[src/rtl/note_player.sv]
// note_player: playback sequencer on the read side of the note memory.
// Define NOTE_PLAYER_LOOP_EN to repeat playback until stop or reset.
module note_player #(
   parameter int DATA_WIDTH  = 8,
   parameter int NOTE_CYCLES = 25_000_000,
   parameter int GAP_CYCLES  = 1_000_000,
   parameter int CNT_W       = 25
) (
   input  logic                  clk,
   input  logic                  rst_n,
   input  logic                  start,
   input  logic                  stop,
   input  logic                  pause,
   output logic                  mem_read_rst,
   output logic                  mem_read_en,
   input  logic [DATA_WIDTH-1:0] mem_data,
   input  logic                  mem_ready,
   output logic [DATA_WIDTH-1:0] note_out,
   output logic                  note_valid,
   output logic                  busy,
   output logic                  done
);

   typedef enum logic [2:0] {
      S_IDLE,
      S_REWIND,
      S_FETCH,
      S_CHECK,
      S_PLAY,
      S_GAP,
      S_FINISH
   } state_t;

   localparam logic [CNT_W-1:0] NOTE_LOAD = CNT_W'(NOTE_CYCLES - 1);
   localparam logic [CNT_W-1:0] GAP_LOAD  = CNT_W'((GAP_CYCLES > 0) ? GAP_CYCLES - 1 : 0);
   localparam logic [CNT_W-1:0] CNT_ONE   = CNT_W'(1);

   state_t                r_state;
   logic [CNT_W-1:0]      r_count;
   logic [DATA_WIDTH-1:0] r_note;
   logic                  r_memReadRst;
   logic                  r_memReadEn;
   logic                  r_busy;
   logic                  r_done;
`ifdef NOTE_PLAYER_LOOP_EN
   // Marks the CHECK that directly follows a rewind, so an empty memory cannot loop forever.
   logic                  r_firstCheck;
`endif

   // Strobes and done are raised on the transition into their state, so they are registered one-cycle pulses.
   always_ff @(posedge clk) begin
      if (!rst_n || stop) begin
         r_state      <= S_IDLE;
         r_count      <= '0;
         r_note       <= '0;
         r_memReadRst <= 1'b0;
         r_memReadEn  <= 1'b0;
         r_busy       <= 1'b0;
         r_done       <= 1'b0;
`ifdef NOTE_PLAYER_LOOP_EN
         r_firstCheck <= 1'b0;
`endif
      end else begin
         r_memReadRst <= 1'b0;
         r_memReadEn  <= 1'b0;
         r_done       <= 1'b0;
         case (r_state)
            S_IDLE: begin
               if (start) begin
                  r_state      <= S_REWIND;
                  r_memReadRst <= 1'b1;
                  r_busy       <= 1'b1;
               end
            end
            S_REWIND: begin
               r_state     <= S_FETCH;
               r_memReadEn <= 1'b1;
`ifdef NOTE_PLAYER_LOOP_EN
               r_firstCheck <= 1'b1;
`endif
            end
            S_FETCH: begin
               r_state <= S_CHECK;
            end
            S_CHECK: begin
`ifdef NOTE_PLAYER_LOOP_EN
               r_firstCheck <= 1'b0;
`endif
               if (mem_ready) begin
                  r_state <= S_PLAY;
                  r_note  <= mem_data;
                  r_count <= NOTE_LOAD;
               end else begin
                  r_note <= '0;
`ifdef NOTE_PLAYER_LOOP_EN
                  if (r_firstCheck) begin
                     r_state <= S_IDLE;
                     r_busy  <= 1'b0;
                  end else begin
                     r_state <= S_FINISH;
                     r_done  <= 1'b1;
                  end
`else
                  r_state <= S_FINISH;
                  r_done  <= 1'b1;
`endif
               end
            end
            S_PLAY: begin
               if (!pause) begin
                  if (r_count == '0) begin
                     if (GAP_CYCLES > 0) begin
                        r_state <= S_GAP;
                        r_count <= GAP_LOAD;
                        r_note  <= '0;
                     end else begin
                        r_state     <= S_FETCH;
                        r_memReadEn <= 1'b1;
                     end
                  end else begin
                     r_count <= r_count - CNT_ONE;
                  end
               end
            end
            S_GAP: begin
               if (!pause) begin
                  if (r_count == '0) begin
                     r_state     <= S_FETCH;
                     r_memReadEn <= 1'b1;
                  end else begin
                     r_count <= r_count - CNT_ONE;
                  end
               end
            end
            S_FINISH: begin
               r_note <= '0;
`ifdef NOTE_PLAYER_LOOP_EN
               r_state      <= S_REWIND;
               r_memReadRst <= 1'b1;
`else
               r_state <= S_IDLE;
               r_busy  <= 1'b0;
`endif
            end
            default: begin
               r_state <= S_IDLE;
               r_busy  <= 1'b0;
               r_note  <= '0;
            end
         endcase
      end
   end

   assign mem_read_rst = r_memReadRst;
   assign mem_read_en  = r_memReadEn;
   assign note_out     = r_note;
   assign busy         = r_busy;
   assign done         = r_done;
   assign note_valid   = (r_state == S_PLAY) && (r_note != '0) && !pause;

endmodule

[config.mk]
export PLATFORM = sky130hd
export DESIGN_NAME = note_player
export DESIGN_NICKNAME = d
export VERILOG_FILES = /design/src/rtl/note_player.sv
export SDC_FILE = /design/constraint.sdc
export NUM_CORES = 1
export LEC_CHECK = 0
export ABC_AREA = 1
export ABC_CLOCK_PERIOD_IN_PS = 2400
export CAP_MARGIN = 20
export CORE_ASPECT_RATIO = 0.9
export CORE_MARGIN = 2
export CORE_UTILIZATION = 56
export DETAILED_ROUTE_END_ITERATION = 8
export MAX_ROUTING_LAYER = met4
export PLACE_DENSITY = 0.91
export RECOVER_POWER = 100
export SETUP_SLACK_MARGIN = 0.2
export SKIP_LAST_GASP = 1
export SLEW_MARGIN = 25
export SYNTH_ARGS = -nofsm -noshare
export SYNTH_HDL_FRONTEND = slang
export SYNTH_SLANG_ARGS = --single-unit
[constraint.sdc]
create_clock -name clk -period 2.4 [get_ports clk]
set_clock_uncertainty 0.05 [all_clocks]
set_input_delay 0.24 -clock clk [delete_from_list [all_inputs] [get_ports clk]]
set_output_delay 0.24 -clock clk [all_outputs]
set_load 0.01 [all_outputs]
## After elaboration in Yosys (flattened, before gate mapping)

Index checks and enable logic that the tools add are counted.

- Flip-flop bits (word level): 40
- Output and inout bits: 13
- Word-level logic and storage cells: 65

- Add/sub/neg operators: 1
- Eq/ne operators: 12
- Mux-type cells: 24
- Bitwise logic cells: 4
- Reduce and logical (&&, ||, !) cells: 17

Operators by type and width:

| kind | count |
|---|---|
| 25-bit two-way mux | 5 |
| 25-bit case mux with 3 select lines | 1 |
| 25-bit logical NOT | 1 |
| 25-bit by 1-bit subtractor with 25-bit output, second input constant | 1 |
| 8-bit two-way mux | 3 |
| 8-bit case mux with 3 select lines | 1 |
| 3-bit case mux with 6 select lines | 1 |
| 3-bit two-way mux | 5 |
| 2-bit != test, second input constant | 7 |
| 5-bit AND reduction | 2 |
| 8-bit nonzero test | 1 |
| 3-bit by 2-bit equality test with 1-bit output, second input constant | 2 |
| 3-bit equality test, second input constant | 2 |
| 1-bit two-way mux | 5 |
| 5-bit OR reduction | 1 |
| 1-bit inverter | 4 |
| 1-bit case mux with 2 select lines | 2 |
| 2-bit OR reduction | 2 |
| 4-bit OR reduction | 1 |
| 3-bit by 1-bit equality test with 1-bit output, second input constant | 1 |
| 3-bit logical NOT | 1 |
| 3-bit AND reduction | 1 |
| 3-bit nonzero test | 1 |
| 1-bit logical AND | 2 |
| 4 further kinds | 5 |

## Logic depth before layout (Yosys ltp)

Gate-level depths: netlist (run 1).

- Word-level depth: 4
- Depth in mapped cells: 14
- Depth with buffers taken out: 14

## Worst setup path before layout (run 1)

Ideal clock, no wire load.

- Kind: reg2reg
- Start point: register r_state[1]
- End point: register r_count[4]
- Library setup time: 0.118 ns
- Arrival: 1.670 ns
- Data required time: 2.232 ns
- Slack: 0.562 ns
- Cell stages (with the launch flop): 9
- Buffers on the path: 1
- Path through: dfxtp_1 nand2_2 nor2_4 nor2_1 nor3_4 nand2_4 buf_2 nor3_1 nor2_1

- Longest elaborated chain between the ends: 3
- Elaborated cells between the ends (all ways): 10
- Classes of those cells: eq/ne (7); mux (1); reduce/logical (2)

Ends and longest elaborated chain:

| what | RTL line | RTL |
|---|---|---|
| start, declared | 38 | `state_t r_state;` |
| start signal, assigned | 53 | `r_state <= S_IDLE;` |
| start signal, assigned | 70 | `r_state <= S_REWIND;` |
| start signal, assigned | 76 | `r_state <= S_FETCH;` |
| 3-bit equality test / 3-bit by 2-bit equality test with 1-bit output (equally long branches) | 67 | `case (r_state)` |
| 2-bit != test (no line) / 3-bit nonzero test (equally long branches) | -- |  |
| 5-bit AND reduction (no line) | -- |  |
| end signal, assigned | 121 | `r_count <= r_count - CNT_ONE;` |
| end signal, assigned | 131 | `r_count <= r_count - CNT_ONE;` |
| end, declared | 39 | `logic [CNT_W-1:0] r_count;` |

Parallel ways exist; a longest one is shown, timed or not.
A chain may end at the register's enable or synchronous reset.

## Worst setup path after layout (run 1)

- Start point: register r_count[0]
- End point: register r_count[5]

- Longest elaborated chain between the ends: 4
- Elaborated cells between the ends (all ways): 9
- Classes of those cells: add/sub (1); eq/ne (1); mux (5); reduce/logical (2)

Ends and longest elaborated chain:

| what | RTL line |
|---|---|
| 25-bit by 1-bit subtractor with 25-bit output / 25-bit logical NOT (equally long branches) | -- |
| 25-bit two-way mux (on tied branches) | 127, 111 |
| 25-bit two-way mux (on tied branches) | 126, 110 |
| 25-bit case mux with 3 select lines | 67 |

Parallel ways exist; a longest one is shown, timed or not. The select of a mux whose other input is x is not followed.

==> results.sh, run 1 <==
export IMPL_fillerInstances=337
export IMPL_synth_fp_nets=398
export IMPL_yosys_register_bits=40
export IMPL_fin_area_um2=2870
export IMPL_grt_usage_pct=30.4
export IMPL_dieHeight_um=65.5
export IMPL_worst_slew_pin_transition_ns=0.623
export IMPL_layout_setup_ws_ns=0.281
export IMPL_start_util_pct=58.1
export IMPL_cts_root_buffer="clkbuf_8"
export IMPL_top_cell_type_by_total_area_after_synthesis="dfxtp_1"
export IMPL_top_usage_layer="met2"
export IMPL_synth_edf_count=0
export IMPL_route_final_wire_length_mm=6.53
export IMPL_cell_depth_of_the_worst_hold_path=2
export IMPL_setup_worst_path_start_class="flop"
export IMPL_number_of_maximum_capacitance_violations=0
export IMPL_coreArea_um2=4050
export IMPL_die_area_um2=4740
export IMPL_tritoncts="built"
export IMPL_antenna_found_initial=0
export IMPL_gr_usage_met3_pct=6.29
export IMPL_period_needed_ns=2.12
export IMPL_ys_async_sr_fraction_pct=0
export IMPL_synth_cell_area_um2=2350
export IMPL_synth_seq_area_share_pct=34.0
export IMPL_synth_top_flop_cell="dfxtp_1"
export IMPL_n_antenna_cell=0
export IMPL_clk_insertion_delay_late_ns=0.30
export IMPL_share_of_cell_area_taken_by_muxes_after_synthesis_pct=0
export IMPL_drt_first_iter_violations=202
export IMPL_power_leakage_nw=1.40
export IMPL_global_route_usage_met1_pct=38.0
export IMPL_setup_worst_path_class="reg -> reg"
export IMPL_register_cell_area_after_layout_um2=801
export IMPL_endpoint_with_the_worst_hold_slack="busy"
export IMPL_vias_per_cell=5.56
export IMPL_total_power_w=0.00127
export IMPL_ratio_of_cells_with_drive_above_1_in_the_final_layout_pct=8.79
export IMPL_final_period_utilization_pct=88.3
export IMPL_r2r_start="r_count[0]"
export IMPL_overflow=0
export IMPL_syn_inst=382
export IMPL_setup_repair_after_global_routing_missed_its_margin="yes"
export IMPL_synth_compound_gate_area_share_pct=10.9
export IMPL_reg2reg_slack_ns=0.28
export IMPL_post_synth_top_area_fraction_pct=34.0
export IMPL_largest_family_of_logic_cells_by_synthesized_area="simple AND/OR/NAND/NOR gates"
export IMPL_boundaryPins=27
export IMPL_maximum_number_of_pins_on_one_net_before_global_route_repair=22
export IMPL_synthesized_area_fraction_occupied_by_xor_and_xnor_cells_pct=3.72
export IMPL_timing_max_slew_rel_slack_pct=58.3
export IMPL_syn_avg_cell_area_um2=6.16
export IMPL_setup_worst_path_end_class="flop"
export IMPL_cellPowerDensity_nw_per_um2=444
export IMPL_vias=2607
export IMPL_min_delay_path_class="reg -> reg"
export IMPL_hold_violations=0
export IMPL_yosys_cell_count_top_type="nand2_1"
export IMPL_worst_ep_required_time_ns=2.57
export IMPL_globalplace_congestion=1.00
export IMPL_cts_buffers_inserted=5
export IMPL_multi_input_area_um2=1400
export IMPL_data_arrival_time_at_the_worst_slack_endpoint_ns=2.29
export IMPL_area_growth_synth_to_final_pct=21.9
export IMPL_max_vdd_ir_drop_mv=0.341
export IMPL_place_area_um2=2690
export IMPL_drtAntennaViolNets=0
export IMPL_worst_r2r_cell_count=13
export IMPL_list_of_most_frequent_post_synthesis_cells="90 x nand2_1, 84 x nor2_1, 40 x dfxtp_1"
export IMPL_netlist_cell_types=30
export IMPL_outcome="finished, final reports clean"
export IMPL_die_w_um=72.3
export IMPL_drc=0
export IMPL_grt_pass1_wl_mm=10.9
export IMPL_clock_path_buffers=2
export IMPL_timing_setup_tns_ns=0
export IMPL_pre_cts_slack_ns=0.200
export IMPL_post_synth_fa_ha_maj_area_fraction_pct=1.06
export IMPL_clkTransAtPathRegs_ns=0.08
export IMPL_grt_use_met2_pct=47.6
export IMPL_ys_warnings_count=0
export IMPL_buffers_on_ports=26
export IMPL_drv_slew=0
export IMPL_fin_nets=436
export IMPL_fin_worst_hold_slack_ns=0.424
export IMPL_wire_per_inst_um=13.9
export IMPL_synthTopCellsByArea="dfxtp_1 34%, nand2_1 14%, nor2_1 13%, nand3_1 7.2%, inv_1 6.2%"
export IMPL_htree_levels=2
export IMPL_number_of_global_route_vias_before_repair=2462
export IMPL_post_synth_and_or_nand_nor_area_fraction_pct=42.4
export IMPL_std_cell_rows=22
export IMPL_path_max_fanout=10
export IMPL_detailedRoute_firstPassIterationCount=5
export IMPL_max_freq_mhz=472
export IMPL_report_final_setup_viol=0
export IMPL_detailedPlacementHpwl_mm=4.64
export IMPL_timing_hold_worst_start="busy"
export IMPL_tritoncts_num_sinks=40
export IMPL_rr_endpoint="r_count[5]"
==> sequential cells by signal, indices dropped and copies added (netlist names) <==
signal / cells
r_count: 25
busy: 1
mem_read_rst: 1
r_state: 3
mem_read_en: 1
note_out: 8
done: 1
==> worst max-delay path by stage <==
| stage | startpoint | endpoint | slack, ns | cells past startpoint |
|---|---|---|---|---|
| after floorplan | r_state[1] | r_count[4] | 0.56 | 8 |
| after global placement | r_count[0] | r_count[3] | 0.30 | 13 |
| after detailed placement | pause | r_count[0] | 0.20 | 9 |
| after CTS | r_count[0] | r_count[24] | 0.17 | 12 |
| after global routing | r_count[0] | r_count[2] | 0.09 | 14 |
| final | r_count[0] | r_count[5] | 0.28 | 13 |
==> placed cells by master (no fill, tap or decap), drive strengths merged <==
| cell | synthesis | routed |
|---|---|---|
| a21oi | 25 | 25 |
| clkinvlp | 0 | 2 |
| nor3 | 6 | 6 |
| dlygate4sd3 | 0 | 13 |
| clkbuf | 4 | 7 |
| a211oi | 1 | 1 |
| buf | 2 | 11 |
| and2 | 2 | 2 |
| xor2 | 8 | 8 |
| ha | 2 | 2 |
| or2 | 2 | 2 |
| nor4 | 3 | 3 |
| nand4 | 5 | 5 |
| xnor2 | 2 | 2 |
| o21ai | 21 | 21 |
| o211ai | 1 | 1 |
| a31oi | 1 | 1 |
| clkdlybuf4s50 | 0 | 12 |
| nand3 | 34 | 34 |
| nand2 | 94 | 94 |
| clkinv | 1 | 1 |
| nor2 | 87 | 87 |
| inv | 41 | 41 |
| dfxtp | 40 | 40 |
==> power by group <==
| part | internal (W) | switching [W] |
|---|---|---|
| registers | 0.000668 | 0.00000547 |
| logic | 0.0000451 | 0.0000576 |
| clock network | 0.000233 | 0.000266 |
==> area by class of cell <==
type / instances / share of cell area (%)
multi-input combinational: 294 / 48.9
sequential: 40 / 27.9
timing repair buffer: 37 / 12.2
inverter: 42 / 5.50
clock buffer: 6 / 2.88
tap: 48 / 2.09
clock inverter: 2 / 0.524
==> per-stage QoR <==
step                      cells  utilization, %
after floorplan             382               -
final                       469            70.9
after CTS                   464            69.2
after global placement      456            66.5
after detailed placement    456            66.5
after global routing        469            70.9
==> kinds of logic after synthesis <==
family | after synthesis
fa+ha+maj | 2
flops | 40
xor+xnor | 10
compound gates | 49
buf+inv | 48
simple gates | 233
==> critical path: stages, from the launching register on <==
cell and delay [ns]:
dfxtp_1 0.33, inv_1 0.14, ha_1 0.19, inv_1 0.04
nor2_1 0.11, nand2_1 0.07, nor2_1 0.15, nand3_2 0.17
nand2_2 0.13, nand2_4 0.12, nand2_8 0.12, buf_4 0.15
nor2_2 0.06, a21oi_1 0.20
==> per-layer routing <==
layer  wire length [um]  share of wire [%]
met1               2740                 42
met2               3070                 47
met3                468                7.2
met4                254                3.9
met5                  0                  0
==> timing repair <==
action	CTS	global route
setup buffers	0	5
hold buffers	0	0
pin swaps	0	3
endpoints found under the setup margin	9	35
gates resized for setup	2	8
(Power assumes the default switching activity.)
==> inputs of run 2 (changes only) <==
--- a/constraint.sdc
+++ b/constraint.sdc
@@ -4,2 +4,2 @@
 set_output_delay 0.24 -clock clk [all_outputs]
-set_load 0.01 [all_outputs]
+set_load 0.005 [all_outputs]
==> run 2 against run 1 <==
  * Global-route usage down 0.81 points
  * Critical path depth down 2
  * Wire length rose by 0.75%
  * Via count is 2.7% higher
  * Critical endpoint is now r_count[21]
  * Largest power group unchanged
==> results.sh, run 2 (synthesis gave the netlist of run 1 again) <==
export IMPL_final_util_pct=72.3
export IMPL_route_final_wire_length_mm=6.58
export IMPL_final_period_utilization_pct=89.6
export IMPL_antenna_found_initial=0
export IMPL_report_final_setup_viol=0
export IMPL_grt_usage_pct=29.6
export IMPL_drt_first_iter_violations=302
export IMPL_timing_max_slew_rel_slack_pct=56.5
export IMPL_timing_setup_tns_ns=0
export IMPL_overflow=0
export IMPL_fin_nets=442
export IMPL_detailedPlacementHpwl_mm=4.47
export IMPL_setup_worst_path_start_class="flop"
export IMPL_fillerInstances=333
export IMPL_boundaryPins=27
export IMPL_fin_worst_hold_slack_ns=0.432
export IMPL_htree_levels=2
export IMPL_grt_pass1_wl_mm=10.7
export IMPL_cellPowerDensity_nw_per_um2=469
export IMPL_wire_per_inst_um=13.9
export IMPL_largest_register="r_count"
export IMPL_data_arrival_time_at_the_worst_slack_endpoint_ns=2.33
export IMPL_placed_cells_incl_taps=457
export IMPL_drc=0
export IMPL_ratio_of_cells_with_drive_above_1_in_the_final_layout_pct=10.1
export IMPL_power_leakage_nw=1.46
export IMPL_path_max_fanout=9
export IMPL_buffers_on_ports=26
export IMPL_setup_worst_path_end_class="flop"
export IMPL_coreArea_um2=4050
export IMPL_min_delay_path_class="reg -> reg"
export IMPL_setup_worst_path_class="reg -> reg"
export IMPL_dieHeight_um=65.5
export IMPL_hold_violations=0
export IMPL_p_int_w=0.00106
export IMPL_largest_register_ffs=25
export IMPL_detailedRoute_firstPassIterationCount=6
export IMPL_setup_repair_after_global_routing_missed_its_margin="no"
export IMPL_maximum_number_of_pins_on_one_net_before_global_route_repair=22
export IMPL_n_antenna_cell=0
export IMPL_non_filler_instances=475
export IMPL_max_freq_mhz=465
export IMPL_die_area_um2=4740
export IMPL_worst_slew_pin_transition_ns=0.649
export IMPL_std_cell_rows=22
export IMPL_clkTransAtPathRegs_ns=0.08
export IMPL_clock_path_buffers=2
export IMPL_worst_ep_required_time_ns=2.58
export IMPL_number_of_global_route_vias_before_repair=2461
export IMPL_vias=2678
export IMPL_drtAntennaViolNets=0
export IMPL_vias_per_cell=5.64
export IMPL_drv_slew=0
export IMPL_clk_insertion_delay_late_ns=0.30
export IMPL_start_util_pct=58.1
export IMPL_tritoncts_num_sinks=40
export IMPL_place_area_um2=2700
export IMPL_max_vdd_ir_drop_mv=0.300
export IMPL_clock_power_share_pct=43.3
export IMPL_cts_buffers_inserted=5
export IMPL_power_switching_share_pct=23.2
export IMPL_power_share_combinational_pct=7.6
export IMPL_number_of_maximum_capacitance_violations=0
export IMPL_seq_power_share_pct=49.1
export IMPL_final_cell_mix="90 x nand2_1, 82 x nor2_1, 39 x dfxtp_1"
export IMPL_most_common_library_cell_in_the_layout_ignoring_fill_and_taps="nand2_1"
export IMPL_tritoncts="built"
export IMPL_power_switching_w=0.000318
export IMPL_cts_root_buffer="clkbuf_8"
export IMPL_globalplace_congestion=1.00
export IMPL_period_needed_ns=2.15
export IMPL_die_w_um=72.3
export IMPL_area_growth_synth_to_final_pct=24.4
export IMPL_fin_area_um2=2930
export IMPL_outcome="finished, final reports clean"
-- run 2: power groups by stage --
stage	clock network, W	logic [W]	registers (W)
5_1_grt	0.000637	0.000114	0.000675
6_report	0.000595	0.000104	0.000674
4_1_cts	0.000598	0.0000981	0.000673
3_5_place_dp	0	0.0000960	0.000688
3_3_place_gp	0	0.0000937	0.000688
2_1_floorplan	0	0.0000539	0.000687
-- run 2: worst max-delay path, stage by stage (launching register included) --
cell and delay [ns]:
dfxtp_1 0.52, nand2_2 0.14, nor2_4 0.10, buf_4 0.16, inv_1 0.07, nor2_1 0.24, nor3_4 0.08, buf_4 0.17
buf_4 0.14, nand3_2 0.14, inv_1 0.11, a21oi_1 0.15
-- run 2: area by class of cell --
cell class	count	area (um2)	share of cell area, %
flip-flops and latches	40	802	27.4
multi-input cells	294	1400	47.7
inverters	42	158	5.39
clock buffers	6	82.6	2.82
repair buffers	43	390	13.3
well taps	48	60.1	2.05
clock inverters	2	38.8	1.33
-- run 2: path summary, 6_finish.rpt --
| kind | start | endpoint | slack (ns) | depth (start not counted) |
|---|---|---|---|---|
| setup / recovery | r_state[1] | r_count[21] | 0.25 | 11 |
| hold reg to reg | busy | busy | 0.43 | 2 |
| setup reg to reg | r_state[1] | r_count[21] | 0.25 | 11 |
| hold / removal | busy | busy | 0.43 | 2 |
-- run 2: timing repair --
| item | in CTS | in global routing |
|---|---|---|
| hold buffers | 0 | 0 |
| setup endpoints to repair | 2 | 26 |
| buffers inserted | 0 | 10 |
| endpoints found under the hold margin | 0 | 0 |
| gates resized for setup | 3 | 11 |
| cloned | 0 | 0 |
| pin swaps | 0 | 2 |
-- run 2: per-layer routing --
| layer | track usage [%] | share of wire, % | vias to the layer above |
|---|---|---|---|
| met2 | 48.2 | 47 | 154 |
| met3 | 5.21 | 8.3 | 21 |
| met5 | - | 0 | - |
| li1 | - | - | 1307 |
| met1 | 36.6 | 42 | 1196 |
| met4 | 11.8 | 2.5 | 0 |
-- run 2: metrics by stage --
| stage | setup slack (ns) | total power (W) |
|---|---|---|
| floorplan | 0.562 | 0.000741 |
| global placement | 0.316 | 0.000782 |
| detailed placement | 0.221 | 0.000784 |
| CTS | 0.218 | 0.00137 |
| global route | 0.108 | 0.00143 |
| finish | 0.249 | 0.00137 |
